File: src/rtl/evm_ballot_ctrl.sv
// EVM presiding-officer ballot control: debounced buttons, one ballot per voter, vote strobe.
// Optional ARMED-state timeout is built only when EVM_TIMEOUT_EN is defined.
module evm_ballot_ctrl #(
    parameter int unsigned DEBOUNCE_CYCLES = 50000,
    parameter int unsigned TIMEOUT_CYCLES  = 50_000_000,
    parameter int unsigned MAX_BALLOTS     = 127
) (
    input  logic       clk,
    input  logic       rst,
    input  logic       ballot_btn,
    input  logic       close_btn,
    input  logic       cast_btn,
    input  logic [2:0] voter_switch,
    output logic       voting_en,
    output logic       vote_valid,
    output logic [2:0] vote_sel,
    output logic       invalid,
    output logic       busy_led,
    output logic       closed,
    output logic       full,
    output logic       timeout,
    output logic [6:0] ballots_issued
);
    localparam int unsigned DW = $clog2(DEBOUNCE_CYCLES + 1);
    localparam logic [6:0] MAX7 = 7'(MAX_BALLOTS);

    if (DEBOUNCE_CYCLES < 2 || MAX_BALLOTS > 127 || MAX_BALLOTS < 1 || TIMEOUT_CYCLES < 1) begin : g_bad_params
        $error("evm_ballot_ctrl: parameter out of range");
    end

    typedef enum logic [1:0] {IDLE, ARMED, CAST, CLOSED} state_t;
    state_t state;

    // Bit order in all button vectors: 0 = BALLOT, 1 = CLOSE, 2 = CAST.
    logic [2:0]    raw, sync1, sync2, level, level_q, press;
    logic [DW-1:0] cnt [3];
    logic          bal_p, cls_p, cst_p, switch_ok;

    assign raw       = {cast_btn, close_btn, ballot_btn};
    assign bal_p     = press[0];
    assign cls_p     = press[1];
    assign cst_p     = press[2];
    assign switch_ok = voter_switch inside {3'b001, 3'b010, 3'b100};
    assign busy_led  = voting_en;

    always_ff @(posedge clk) begin
        if (rst) begin
            sync1   <= '0;
            sync2   <= '0;
            level   <= '0;
            level_q <= '0;
            press   <= '0;
            for (int unsigned i = 0; i < 3; i++) cnt[i] <= '0;
        end else begin
            sync1   <= raw;
            sync2   <= sync1;
            level_q <= level;
            press   <= level & ~level_q;
            // Level flips on the sample after DEBOUNCE_CYCLES consecutive differing samples.
            for (int unsigned i = 0; i < 3; i++) begin
                if (sync2[i] == level[i]) begin
                    cnt[i] <= '0;
                end else if (cnt[i] == DW'(DEBOUNCE_CYCLES)) begin
                    level[i] <= sync2[i];
                    cnt[i]   <= '0;
                end else begin
                    cnt[i] <= cnt[i] + 1'b1;
                end
            end
        end
    end

`ifdef EVM_TIMEOUT_EN
    localparam int unsigned TW = $clog2(TIMEOUT_CYCLES + 1);
    logic [TW-1:0] tcnt;
`else
    assign timeout = 1'b0;
`endif

    always_ff @(posedge clk) begin
        if (rst) begin
            state          <= IDLE;
            voting_en      <= 1'b0;
            vote_valid     <= 1'b0;
            vote_sel       <= '0;
            invalid        <= 1'b0;
            closed         <= 1'b0;
            full           <= 1'b0;
            ballots_issued <= '0;
`ifdef EVM_TIMEOUT_EN
            timeout        <= 1'b0;
            tcnt           <= '0;
`endif
        end else begin
            vote_valid <= 1'b0;
            vote_sel   <= '0;
            invalid    <= 1'b0;
`ifdef EVM_TIMEOUT_EN
            timeout    <= 1'b0;
`endif
            case (state)
                IDLE: begin
                    if (cls_p) begin
                        state  <= CLOSED;
                        closed <= 1'b1;
                    end else if (bal_p && !full) begin
                        state     <= ARMED;
                        voting_en <= 1'b1;
`ifdef EVM_TIMEOUT_EN
                        tcnt      <= '0;
`endif
                    end
                end
                ARMED: begin
                    // A cast press in the expiry cycle takes priority over the timeout.
                    if (cst_p && switch_ok) begin
                        state      <= CAST;
                        voting_en  <= 1'b0;
                        vote_valid <= 1'b1;
                        vote_sel   <= voter_switch;
                    end else if (cst_p) begin
                        invalid <= 1'b1;
`ifdef EVM_TIMEOUT_EN
                        tcnt    <= '0;
`endif
                    end
`ifdef EVM_TIMEOUT_EN
                    else if (tcnt == TW'(TIMEOUT_CYCLES - 1)) begin
                        state     <= IDLE;
                        voting_en <= 1'b0;
                        timeout   <= 1'b1;
                    end else begin
                        tcnt <= tcnt + 1'b1;
                    end
`endif
                end
                CAST: begin
                    state <= IDLE;
                    if (ballots_issued < MAX7) begin
                        ballots_issued <= ballots_issued + 7'd1;
                        full           <= (ballots_issued + 7'd1 == MAX7);
                    end
                end
                CLOSED: begin
                    voting_en <= 1'b0;
                end
                default: state <= IDLE;
            endcase
        end
    end
endmodule

File: config.mk
export PLATFORM = sky130hd
export DESIGN_NAME = evm_ballot_ctrl
export DESIGN_NICKNAME = d
export VERILOG_FILES = /design/src/rtl/evm_ballot_ctrl.sv
export SDC_FILE = /design/constraint.sdc
export NUM_CORES = 1
export LEC_CHECK = 0
export CAP_MARGIN = 20
export CORE_MARGIN = 4
export CORE_UTILIZATION = 25
export CTS_CLUSTER_DIAMETER = 120
export DETAILED_ROUTE_END_ITERATION = 12
export GPL_ROUTABILITY_DRIVEN = 0
export HOLD_SLACK_MARGIN = 0.15
export SLEW_MARGIN = 0
export SYNTH_ARGS = -nofsm -noshare
export SYNTH_HDL_FRONTEND = slang
export SYNTH_SLANG_ARGS = --single-unit
File: constraint.sdc
create_clock -name clk -period 5.9 [get_ports clk]
set_clock_uncertainty 0.2 [all_clocks]
set_input_delay 1.77 -clock clk [delete_from_list [all_inputs] [get_ports clk]]
set_output_delay 1.77 -clock clk [all_outputs]
set_load 0.05 [all_outputs]
Word level (Yosys, flattened, before mapping)

Memory sizes are Yosys's and may differ from the RTL's.
Cells that the tools add are included.
W data, S select, Z words.

Memories kept: 1
Latch bits: 0
Bits in writable memories: 48
Input port bits: 8
Register bits after elaboration: 32
Bits in read-only memories: 0

$add $sub $neg: 4
Bitwise logic cells: 16
Div/mod/pow operators: 0
Shift operators: 0
Multipliers: 0
Mux-type cells: 54
$lt $le $gt $ge: 1
Equal/unequal tests: 17
Reduce and logical (&&, ||, !) cells: 17

Memory list:

| name | depth | bits a word | read ports | clocked after Yosys merged registers in | write ports | RTL line | RTL |
|---|---|---|---|---|---|---|---|
| cnt  | 3     | 16          | 3          | 0                                       | 3           | 36       | `logic [DW-1:0] cnt [3];` |

Operators with widths:

| cell                    | number |
|---|---|
| $mux W16                | 9 |
| $add A16 B1 Y16 const B | 3 |
| $eq A16 B16 Y1 const B  | 3 |
| $mux W1                 | 40 |
| $reduce_and A2 Y1       | 5 |
| $or A1 B1 Y1            | 9 |
| $reduce_bool A3 Y1      | 3 |
| $add A7 B1 Y7 const B   | 1 |
| $eq A7 B7 Y1 const B    | 1 |
| $lt A7 B7 Y1 const B    | 1 |
| $mux W2                 | 3 |
| $ne A2 B2 Y1 const B    | 3 |
| $pmux W2 S3             | 1 |
| $reduce_or A3 Y1        | 2 |
| $not A1 Y1              | 5 |
| $eq A2 B2 Y1 const B    | 2 |
| $reduce_and A4 Y1       | 1 |
| $and A3 B3 Y3           | 1 |
| $eq A1 B1 Y1            | 3 |
| $eq A3 B1 Y1 const B    | 1 |
| $eq A3 B2 Y1 const B    | 1 |
| $eq A3 B3 Y1 const B    | 1 |
| $ne A3 B3 Y1 const B    | 1 |
| $not A3 Y3              | 1 |
| 7 further kinds         | 8 |

Depth between registers and ports, before layout

Gate-level depths: netlist of run 1.
An unclocked memory read counts as a cell.

Depth in word-level cells: 8
Gate-level depth with buffers: 8
Mapped depth without buffers: 6

Worst setup path before layout of run 1

Ideal clock, no wire load.

Path kind: input to register
Start point: input port rst
End point: memory cnt[1][10] in the netlist's numbering (data pin)
Path slack: 2,836 ps
Data required time: 5,434 ps
Buffers on the path: 2
Arrival time: 2,598 ps
Stages on the path: 5
Cells stage by stage: clkbuf_1 nor2_1 nand2_1 clkbuf_1 nor2_1

RTL lines:

| element         | RTL line | RTL |
|---|---|---|
| start, declared | 9        | `input logic rst,` |
| end, declared   | 36       |  |

Final worst setup path of run 1

Start point: register ballots_issued[3]
End point: output port ballots_issued[3]

RTL lines:

| element                | RTL line | RTL |
|---|---|---|
| start, declared        | 22       | `output logic [6:0] ballots_issued` |
| start signal, assigned | 140      | `ballots_issued <= ballots_issued + 7'd1;` |

No word-level cell between the ends.

==> metrics.yaml, run 1 <==
detailed_routing:
  wl_met2_um: 3320
  wl_met1_um: 3645
  highest_layer: "met4"
  routedWlPerCell_um: 10.78
  drc_errors: 0
  via_per_inst: 4.199
  met3_length_um: 200
  detail-route-antenna-nets: 0
  drt-pass1-iter-count: 4
  drtIter0Drc: 78
  wl_um: 7360
  vias: 2868
clock_tree:
  cts_root_buffer: "clkbuf_16"
  cts_tree: "done"
  clkTransAtPathRegs_ps: 60
  postCtsHoldBufs: 0
  clk_latency_ps: 330
  clock_path_buffers: 2
  cts_resized: 0
  cts.sinks: 80
  cts_made_buffers: 9
  cts-htree-levels: 3
  cts_setup_buffers: 0
finish:
  antenna_cells: 0
  regArea_um2: 2082
  drive_gt1_share_pct: 4.069
  syn2layout_area_growth_pct: 22.08
  fin_nets: 482
  multiInputGateArea_um2: 1982
  nFillCells: 1674
global_route:
  grt_max_degree: 18
  track_usage_pct: 8.609
  antenna_found_initial: 0
  grt-ovfl-total: 0
  grt_pass1_wl_um: 12970
  grt_pass1_vias: 2873
die:
  die_h_um: 135.3
  rows: 46
  start_util_pct: 25.50
  coreArea_um2: 15890
  dieWidth_um: 135.3
  boundaryPins: 25
  die_area_um2: 18310
yosys:
  syn_avg_cell_area_um2: 10.23
  yosysTopAreaCellShare_pct: 35.58
  synth_top_cells_by_area: "edfxtp_1, dfxtp_1, nor2_1"
  synthArstFlopShare_pct: 0
  synth-seq-cells: 80
  yosysWarnings: 0
  syn_inst: 396
  syn_area_um2: 4051
  synth-edff-count: 48
  yosysUniqueCellTypes: 50
  seq_area_frac_synth_pct: 51.39
  synth_largest_area_cell: "edfxtp_1"
  ys.flop_type: "edfxtp_1"
sta:
  final_max_slew_viol_count: 0
  rsz0062_at_grt: "no"
  setup_violations: 0
  fin_crit_ps: 3609
  finalCritPeriodShare_pct: 61.18
  clock.fmax_ghz: 0.2770
  final.setup.tns_ps: 0
  max_slew_margin_pct: 54.11
  worstMarginPinSlew_ps: 677.7
  hold_viol: 0
pwr:
  ir_drop_uv: 189.6
  p_leak_nw: 1.745
  power.density_nw_per_um2: 261.6
  total_power_mw: 1.294
worst_hold_path:
  hold_depth: 1
  worstHoldStart: "level_q[2]"
  hp-class: "reg -> reg"
critical_path:
  worstReg2RegStart: "cnt[0][11]"
  start_kind: "flip-flop"
  cp.buffers_inverters: 1
  arrival_ps: 1640
  crit_slowest_cell: "clkdlybuf4s50_1"
  worstSetupStartpoint: "ballots_issued[3]"
  cp-end-kind: "primary output"
  reg2regPathDepth: 4
  cpPeakStageDelay_ps: 860
  cp_max_fo: 6
  crit_family: "buffers and inverters"
  cp_cell_sequence: "clkdlybuf4s50_1"
  worstSetupPathType: "reg -> out"
  critPathRequiredTime_ps: 3930
  path_depth: 1
run_status:
  status: "completed"
run:
  maxCapViolCount: 0
placement:
  port_buffers: 23
  hpwl_um: 5473
==> cells in the mapped netlist (all sizes together), types with 2 or more instances <==
library cell and count:
and2 5, nor2b 12, or3b 2, and4 4, and3b 2, edfxtp 48, a21oi 5, buf 7
mux2i 5, o21ai 3, or3 3, nor4b 3, nand2b 4, nand3 20, clkbuf 9, nor3 7
or4 2, xor2 22, a211oi 3, xnor2 26, nor2 65, inv 20, nor4bb 4, o211ai 3
and3 5, conb 2, ha 12, nand2 17, dfxtp 32, nand4 21, nor4 9
==> per-stage QoR <==
| stage | hold slack (ps) | instance area, um^2 | instances | setup WS (ps) | util (%) |
|---|---|---|---|---|---|
| 6_report | 180.0 | 4946 | 683 | 2291 | 31.14 |
| 5_1_grt | 202.9 | 4946 | 683 | 2224 | 31.14 |
| 4_1_cts | 182.4 | 4946 | 683 | 2275 | 31.14 |
| 3_5_place_dp | 175.9 | 4647 | 667 | 2144 | 29.25 |
| 3_3_place_gp | 174.5 | 4647 | 667 | 2215 | 29.25 |
| 2_1_floorplan | 167.4 | 4228 | 443 | 2836 | - |
==> registers in the layout, summed over array words and instances (netlist names) <==
register        count
closed              1
cnt                48
invalid             1
full                1
level               3
sync1               3
busy_led            1
sync2               3
state               2
press               3
level_q             3
vote_valid          1
vote_sel            3
ballots_issued      7
==> per-layer routing <==
metal	GRT usage (%)	vias to the layer above
li1	-	1480
met1	11.04	1328
met2	13.74	43
met3	1.783	17
met4	4.367	0
met5	0	-
==> path summary, 6_finish.rpt <==
check / end / slack, ps
max: ballots_issued[3] / 2290
min: press[2] / 180
max reg2reg: cnt[0][12] / 3520
min reg2reg: press[2] / 180
==> final cells by class <==
class,instances,area share (%)
flip-flops and latches,80,42.09
multi-input cells,327,40.07
clock buffers,15,5.920
well taps,216,5.464
repair buffers,24,4.806
inverters,20,1.518
clock inverters,1,0.1265
==> cell families after synthesis <==
kind of cell | synth area share (%)
AND/OR/NAND/NOR | 24.86
flip-flops | 51.39
XOR/XNOR | 10.38
buffers and inverters | 4.045
AO/OA/AOI/OAI | 4.200
adder cells (fa/ha/maj) | 3.706
multiplexers | 1.235
other | 0.1854
==> where the power goes <==
part	switching (mW)	internal [mW]
registers	0.0250	0.613
logic	0.0624	0.0403
clock network	0.212	0.341
==> placed cells by master, fill, tap and decap left out, types with 7 or more instances in the layout <==
master and n:
nor2_1 65, conb_1 49, edfxtp_1 48, dfxtp_1 32
xnor2_1 26, clkdlybuf4s50_1 23, xor2_1 22, nand4_1 21
inv_1 20, nand3_1 20, nand2_1 17, nor2b_1 12
ha_1 12, clkbuf_16 11, nor4_1 8, nor3_1 7
Note: power is estimated with default switching activity, not from simulation.
==> inputs of run 2 (changes only) <==
clock period = 3.12 ns   (was 5.9 ns; I/O delays follow)
==> run 2 against run 1 <==
  * Via count increased by 2.7%
  * Critical path depth is the same
  * First-iteration DRC count grew 31%
  * Non-clock buffer count is 2 higher
  * Final area rose by 0.53%
  * Count of clock-buffer cells in the layout fell by 3
  * Worst setup slack worse by 1900 ps
  * Routed wire length is 3.7% higher
  * Combinational power rose by 91%
  * Critical endpoint is now ballots_issued[0]
  * Largest cell class unchanged
  * Largest power group unchanged
  * Highest routed layer unchanged
==> metrics.yaml, run 2 (same netlist as run 1, synthesis figures left out) <==
die:
  coreArea_um2: 15890  # unchanged
  die_area_um2: 18310  # unchanged
  rows: 46  # unchanged
  dieWidth_um: 135.3  # unchanged
  start_util_pct: 25.50  # unchanged
  die_h_um: 135.3  # unchanged
  boundaryPins: 25  # unchanged
clock_tree:
  clock_path_buffers: 2  # unchanged
  clkTransAtPathRegs_ps: 60  # about the same
  cts_tree: "done"
  cts.sinks: 80  # unchanged
  cts_made_buffers: 9  # unchanged
  cts_resized: 0  # unchanged
  postCtsHoldBufs: 0  # unchanged
  cts_root_buffer: "clkbuf_16"
  clk_latency_ps: 330  # about the same
  cts-htree-levels: 3  # unchanged
  cts_setup_buffers: 0  # unchanged
finish:
  syn2layout_area_growth_pct: 22.73
  final_common_cell: "nor2_1"
  design_area_um2: 4972  # +0.53%
  fin_nets: 484  # +0.41%
  largest_reg_flops: 48  # unchanged
  top_regs: "cnt: 48 flops, ballots_issued: 7 flops"
  final_cell_mix: "nor2_1, conb_1, edfxtp_1, dfxtp_1, xnor2_1"
  antenna_cells: 0  # unchanged
  regMostFlops: "cnt"
  drive_gt1_share_pct: 4.691  # +0.62 points
  nFillCells: 1681  # +0.42%
placement:
  dpl_worst_slack_ps: 358.7  # -1785 ps
  hpwl_um: 5653  # +3.3%
  port_buffers: 23  # unchanged
  placedInstanceArea_um2: 4662  # +0.32%
sta:
  fin_crit_ps: 2779
  rsz0062_at_grt: "no"
  setup_violations: 0  # unchanged
  max_slew_margin_pct: 63.82  # +9.7 points
  hold_viol: 0  # unchanged
  final.setup.tns_ps: 0  # unchanged
  final_max_slew_viol_count: 0  # unchanged
  clock.fmax_ghz: 0.3598
  finalCritPeriodShare_pct: 89.07
  worstMarginPinSlew_ps: 541.1  # -136.6 ps
  layout_setup_ws_ps: 340.9  # -1950 ps
critical_path:
  start_kind: "flip-flop"
  cp_cell_sequence: "clkdlybuf4s50_1"
  arrival_ps: 1640  # about the same
  cp-end-kind: "primary output"
  crit_family: "buffers and inverters"
  cp.buffers_inverters: 1  # unchanged
  crit_slowest_cell: "clkdlybuf4s50_1"
  worstSetupPathType: "reg -> out"
  ff2ff_setup_slack_ps: 710  # -2810 ps
  critPathRequiredTime_ps: 1980  # -1950 ps
  cpPeakStageDelay_ps: 860  # about the same
  cp_max_fo: 8  # +2
detailed_routing:
  drt-pass1-iter-count: 4  # unchanged
  drtIter0Drc: 102  # +31%
  routedWlPerCell_um: 11.15  # +3.4%
  drc_errors: 0  # unchanged
  detail-route-antenna-nets: 0  # unchanged
  via_per_inst: 4.299  # +2.4%
  wl_um: 7635  # +3.7%
  vias: 2945  # +2.7%
worst_hold_path:
  hp-class: "reg -> reg"
pwr:
  seqPwrFrac_pct: 48.8  # -0.5 points
  pwr-share-clk_pct: 43.2  # +0.5 points
  switching_share_pct: 24.07  # +0.93 points
  intPower_mw: 1.878  # +89%
  switching_power_mw: 0.5954  # +99%
  ir_drop_uv: 296.5  # +56%
  power.density_nw_per_um2: 497.4  # +90%
  comb_power_share_pct: 8.0  # about the same
  p_leak_nw: 1.753  # +0.47%
global_route:
  grt_pass1_vias: 2952  # +2.7%
  grt_max_degree: 17  # -1
  track_usage_pct: 8.990  # +0.38 points
  grt-ovfl-total: 0  # unchanged
  grt_pass1_wl_um: 13460  # +3.7%
  antenna_found_initial: 0  # unchanged
run_status:
  status: "completed"
run:
  maxCapViolCount: 0  # unchanged
[run 2: cell types whose count changed in the layout (fill, tap and decap cells not counted), sizes merged]
cell and delta:
buf +2, clkbuf -3, clkinv +1, clkinvlp +1, inv +1
[run 2: layout make-up]
cell class	count	area (um^2)	share of cell area [%]
clock inverters	4	31.28	0.6291
flip-flops and latches	80	2082	41.87
inverters	20	75.07	1.510
multi-input cells	327	1982	39.86
repair buffers	26	252.7	5.083
well taps	216	270.3	5.435
clock buffers	12	279.0	5.611
[run 2: power by group through the flow]
stage          Combinational, mW  Sequential, mW  Clock, mW
4_1_cts                    0.197            1.21       1.10
3_5_place_dp               0.196            1.23          0
3_3_place_gp               0.191            1.23          0
6_report                   0.197            1.21       1.07
5_1_grt                    0.218            1.21       1.14
2_1_floorplan              0.127            1.24          0
[run 2: final timing paths]
path | depth (start not counted) | start | end
max | 1 | ballots_issued[0] | ballots_issued[0]
min | 1 | level_q[2] | press[2]
max reg2reg | 4 | cnt[0][11] | cnt[0][13]
min reg2reg | 1 | level_q[2] | press[2]
[run 2: per-layer routing]
metal / share of wire, % / up-vias / global-route usage (%) / wire length (um)
met5: 0 / - / 0 / 0
met1: 47 / 1402 / 10.80 / 3588
met4: 1.6 / 0 / 3.359 / 121
li1: - / 1491 / - / -
met3: 2.8 / 13 / 2.415 / 215
met2: 49 / 39 / 15.40 / 3710
[run 2: per-stage QoR]
step           total power, mW  std cells  util [%]  hold slack [ps]
2_1_floorplan            1.367        443         -            167.4
3_3_place_gp             1.419        669     29.35            171.8
3_5_place_dp             1.425        669     29.35            181.5
4_1_cts                  2.501        685     31.30            191.1
5_1_grt                  2.578        685     31.30            201.2
6_report                 2.473        685     31.30            185.7
==> inputs of run 3 (changes only) <==
CORE_MARGIN = 8   (was 4)
==> run 3 against run 2 <==
  * Fmax up 0.48%
  * Register-to-register slack worse by 20 ps
  * Critical endpoint unchanged
  * Clock power is 7% lower
  * Combinational power about the same
  * Highest routed layer unchanged
  * Worst setup slack better by 13 ps
  * Non-clock buffer count unchanged
  * Die area rose by 12%
  * Largest cell class unchanged
  * Critical path depth stayed put
==> metrics.yaml, run 3 (same netlist as run 1, synthesis figures left out) <==
pwr:
  ir_drop_uv: 306.1  # +3.3%
  p_leak_nw: 1.746  # -0.41%
  power.density_nw_per_um2: 486.5  # -2.2%
clock_tree:
  postCtsHoldBufs: 0  # unchanged
  clkTransAtPathRegs_ps: 60  # about the same
  cts_setup_buffers: 0  # unchanged
  cts-htree-levels: 3  # unchanged
  cts_tree: "done"
  cts_resized: 0  # unchanged
  clk_latency_ps: 330  # about the same
  cts.sinks: 80  # unchanged
  clock_path_buffers: 2  # unchanged
  cts_made_buffers: 9  # unchanged
  cts_root_buffer: "clkbuf_16"
sta:
  rsz0062_at_grt: "no"
  max_slew_margin_pct: 63.18  # -0.63 points
  fin_crit_ps: 2766  # -13.17 ps
  final_max_slew_viol_count: 0  # unchanged
  clock.fmax_ghz: 0.3615  # +0.48%
  hold_viol: 0  # unchanged
  worstMarginPinSlew_ps: 550.5  # +9.447 ps
  finalCritPeriodShare_pct: 88.65  # -0.42 points
  final.setup.tns_ps: 0  # unchanged
  setup_violations: 0  # unchanged
finish:
  syn2layout_area_growth_pct: 22.14
  antenna_cells: 0  # unchanged
  design_area_um2: 4949  # -0.48%
  regMostFlops: "cnt"
  drive_gt1_share_pct: 4.264  # -0.43 points
  final_common_cell: "nor2_1"
  top_regs: "cnt: 48 flops, ballots_issued: 7 flops"
  largest_reg_flops: 48  # unchanged
  fin_nets: 484  # unchanged
  final_cell_mix: "nor2_1, conb_1, edfxtp_1, dfxtp_1, xnor2_1"
placement:
  port_buffers: 23  # unchanged
  placedInstanceArea_um2: 4662  # unchanged
  hpwl_um: 5817  # +2.9%
critical_path:
  cp_max_fo: 8  # unchanged
  crit_family: "buffers and inverters"
  reg2regPathDepth: 4  # unchanged
  cpPeakStageDelay_ps: 850  # about the same
  worstSetupPathType: "reg -> out"
  reg2reg_to: "cnt[0][8]"
  start_kind: "flip-flop"
  cp-end-kind: "primary output"
  arrival_ps: 1630  # about the same
  cp.buffers_inverters: 1  # unchanged
  cp_cell_sequence: "clkdlybuf4s50_1"
  ff2ff_setup_slack_ps: 690  # -20 ps
  worstReg2RegStart: "cnt[0][11]"
  critPathRequiredTime_ps: 1980  # about the same
  crit_slowest_cell: "clkdlybuf4s50_1"
detailed_routing:
  drt-pass1-iter-count: 4  # unchanged
  wl_um: 7832  # +2.6%
  vias: 2907  # -1.3%
  drtIter0Drc: 212  # +110%
  via_per_inst: 4.244  # -1.3%
  routedWlPerCell_um: 11.43  # +2.6%
  detail-route-antenna-nets: 0  # unchanged
  drc_errors: 0  # unchanged
global_route:
  grt_pass1_wl_um: 13550  # +0.71%
  antenna_found_initial: 0  # unchanged
  track_usage_pct: 8.207  # -0.78 points
  grt_pass1_vias: 2929  # -0.78%
  grt_max_degree: 17  # unchanged
  grt-ovfl-total: 0  # unchanged
die:
  die_area_um2: 20530  # +12%
  rows: 46  # unchanged
  boundaryPins: 25  # unchanged
  die_h_um: 143.3  # +5.9%
  coreArea_um2: 15890  # unchanged
  dieWidth_um: 143.3  # +5.9%
  start_util_pct: 25.50  # unchanged
worst_hold_path:
  worstHoldStart: "level_q[2]"
  hp-class: "reg -> reg"
  hold_end: "press[2]"
  hold_depth: 1  # unchanged
run_status:
  status: "completed"
run:
  maxCapViolCount: 0  # unchanged
[run 3: changes by cell type in the layout (fill, tap and decap cells not counted)]
cell | before | now
clkbuf_16 | 11 | 10
clkbuf_1 | 1 | 2
clkbuf_8 | 0 | 1
clkinv_1 | 0 | 1
clkinvlp_4 | 1 | 0
clkinv_4 | 1 | 0
clkinv_2 | 0 | 1
inv_6 | 1 | 0
[run 3: worst reg2reg max path, cell delays in order, from the launching register on]
cell	delay, ps
edfxtp_1	440
or4b_1	560
nor4_2	340
or3_1	510
nor2_1	120
[run 3: per-stage QoR]
step	worst slack (ps)	std cells	util, %	hold WS (ps)	power (mW)
after global placement	366.4	669	29.35	174.3	1.418
after global routing	284.2	685	31.15	195.6	2.521
after detailed placement	338.8	669	29.35	175.8	1.427
after CTS	334.8	685	31.15	183.9	2.444
after floorplan	890.0	443	-	167.4	1.367
final	354.1	685	31.15	181.5	2.408
[run 3: worst max path at each step]
stage | from | end | slack, ps | cells after the start
after floorplan | rst | cnt[1][10] | 890 | 5
after global placement | rst | cnt[0][14] | 370 | 3
after detailed placement | rst | cnt[0][8] | 340 | 3
after CTS | ballots_issued[0] | ballots_issued[0] | 330 | 1
after global routing | ballots_issued[3] | ballots_issued[3] | 280 | 1
final | ballots_issued[0] | ballots_issued[0] | 350 | 1
[run 3: area by class of cell]
class,count,area (um^2)
Multi-Input combinational cell,327,1982
Fill cell,1701,10940
Tap cell,216,270.3
Inverter,20,75.07
Clock inverter,3,15.01
Clock buffer,13,271.5
Timing Repair Buffer,26,252.7
Sequential cell,80,2082
[run 3: metal layers]
metal / vias up / GRT usage, % / part of all wire, %
met2: 45 / 13.92 / 49
met3: 5 / 2.588 / 4.4
met5: - / 0 / 0
met4: 0 / 2.656 / 0.86
li1: 1484 / - / -
met1: 1373 / 9.658 / 46
[run 3: report_power, final]
part / total (mW) / switching [mW] / internal (mW)
logic: 0.198 / 0.121 / 0.0775
clock network: 1.00 / 0.396 / 0.606
registers: 1.21 / 0.0474 / 1.16
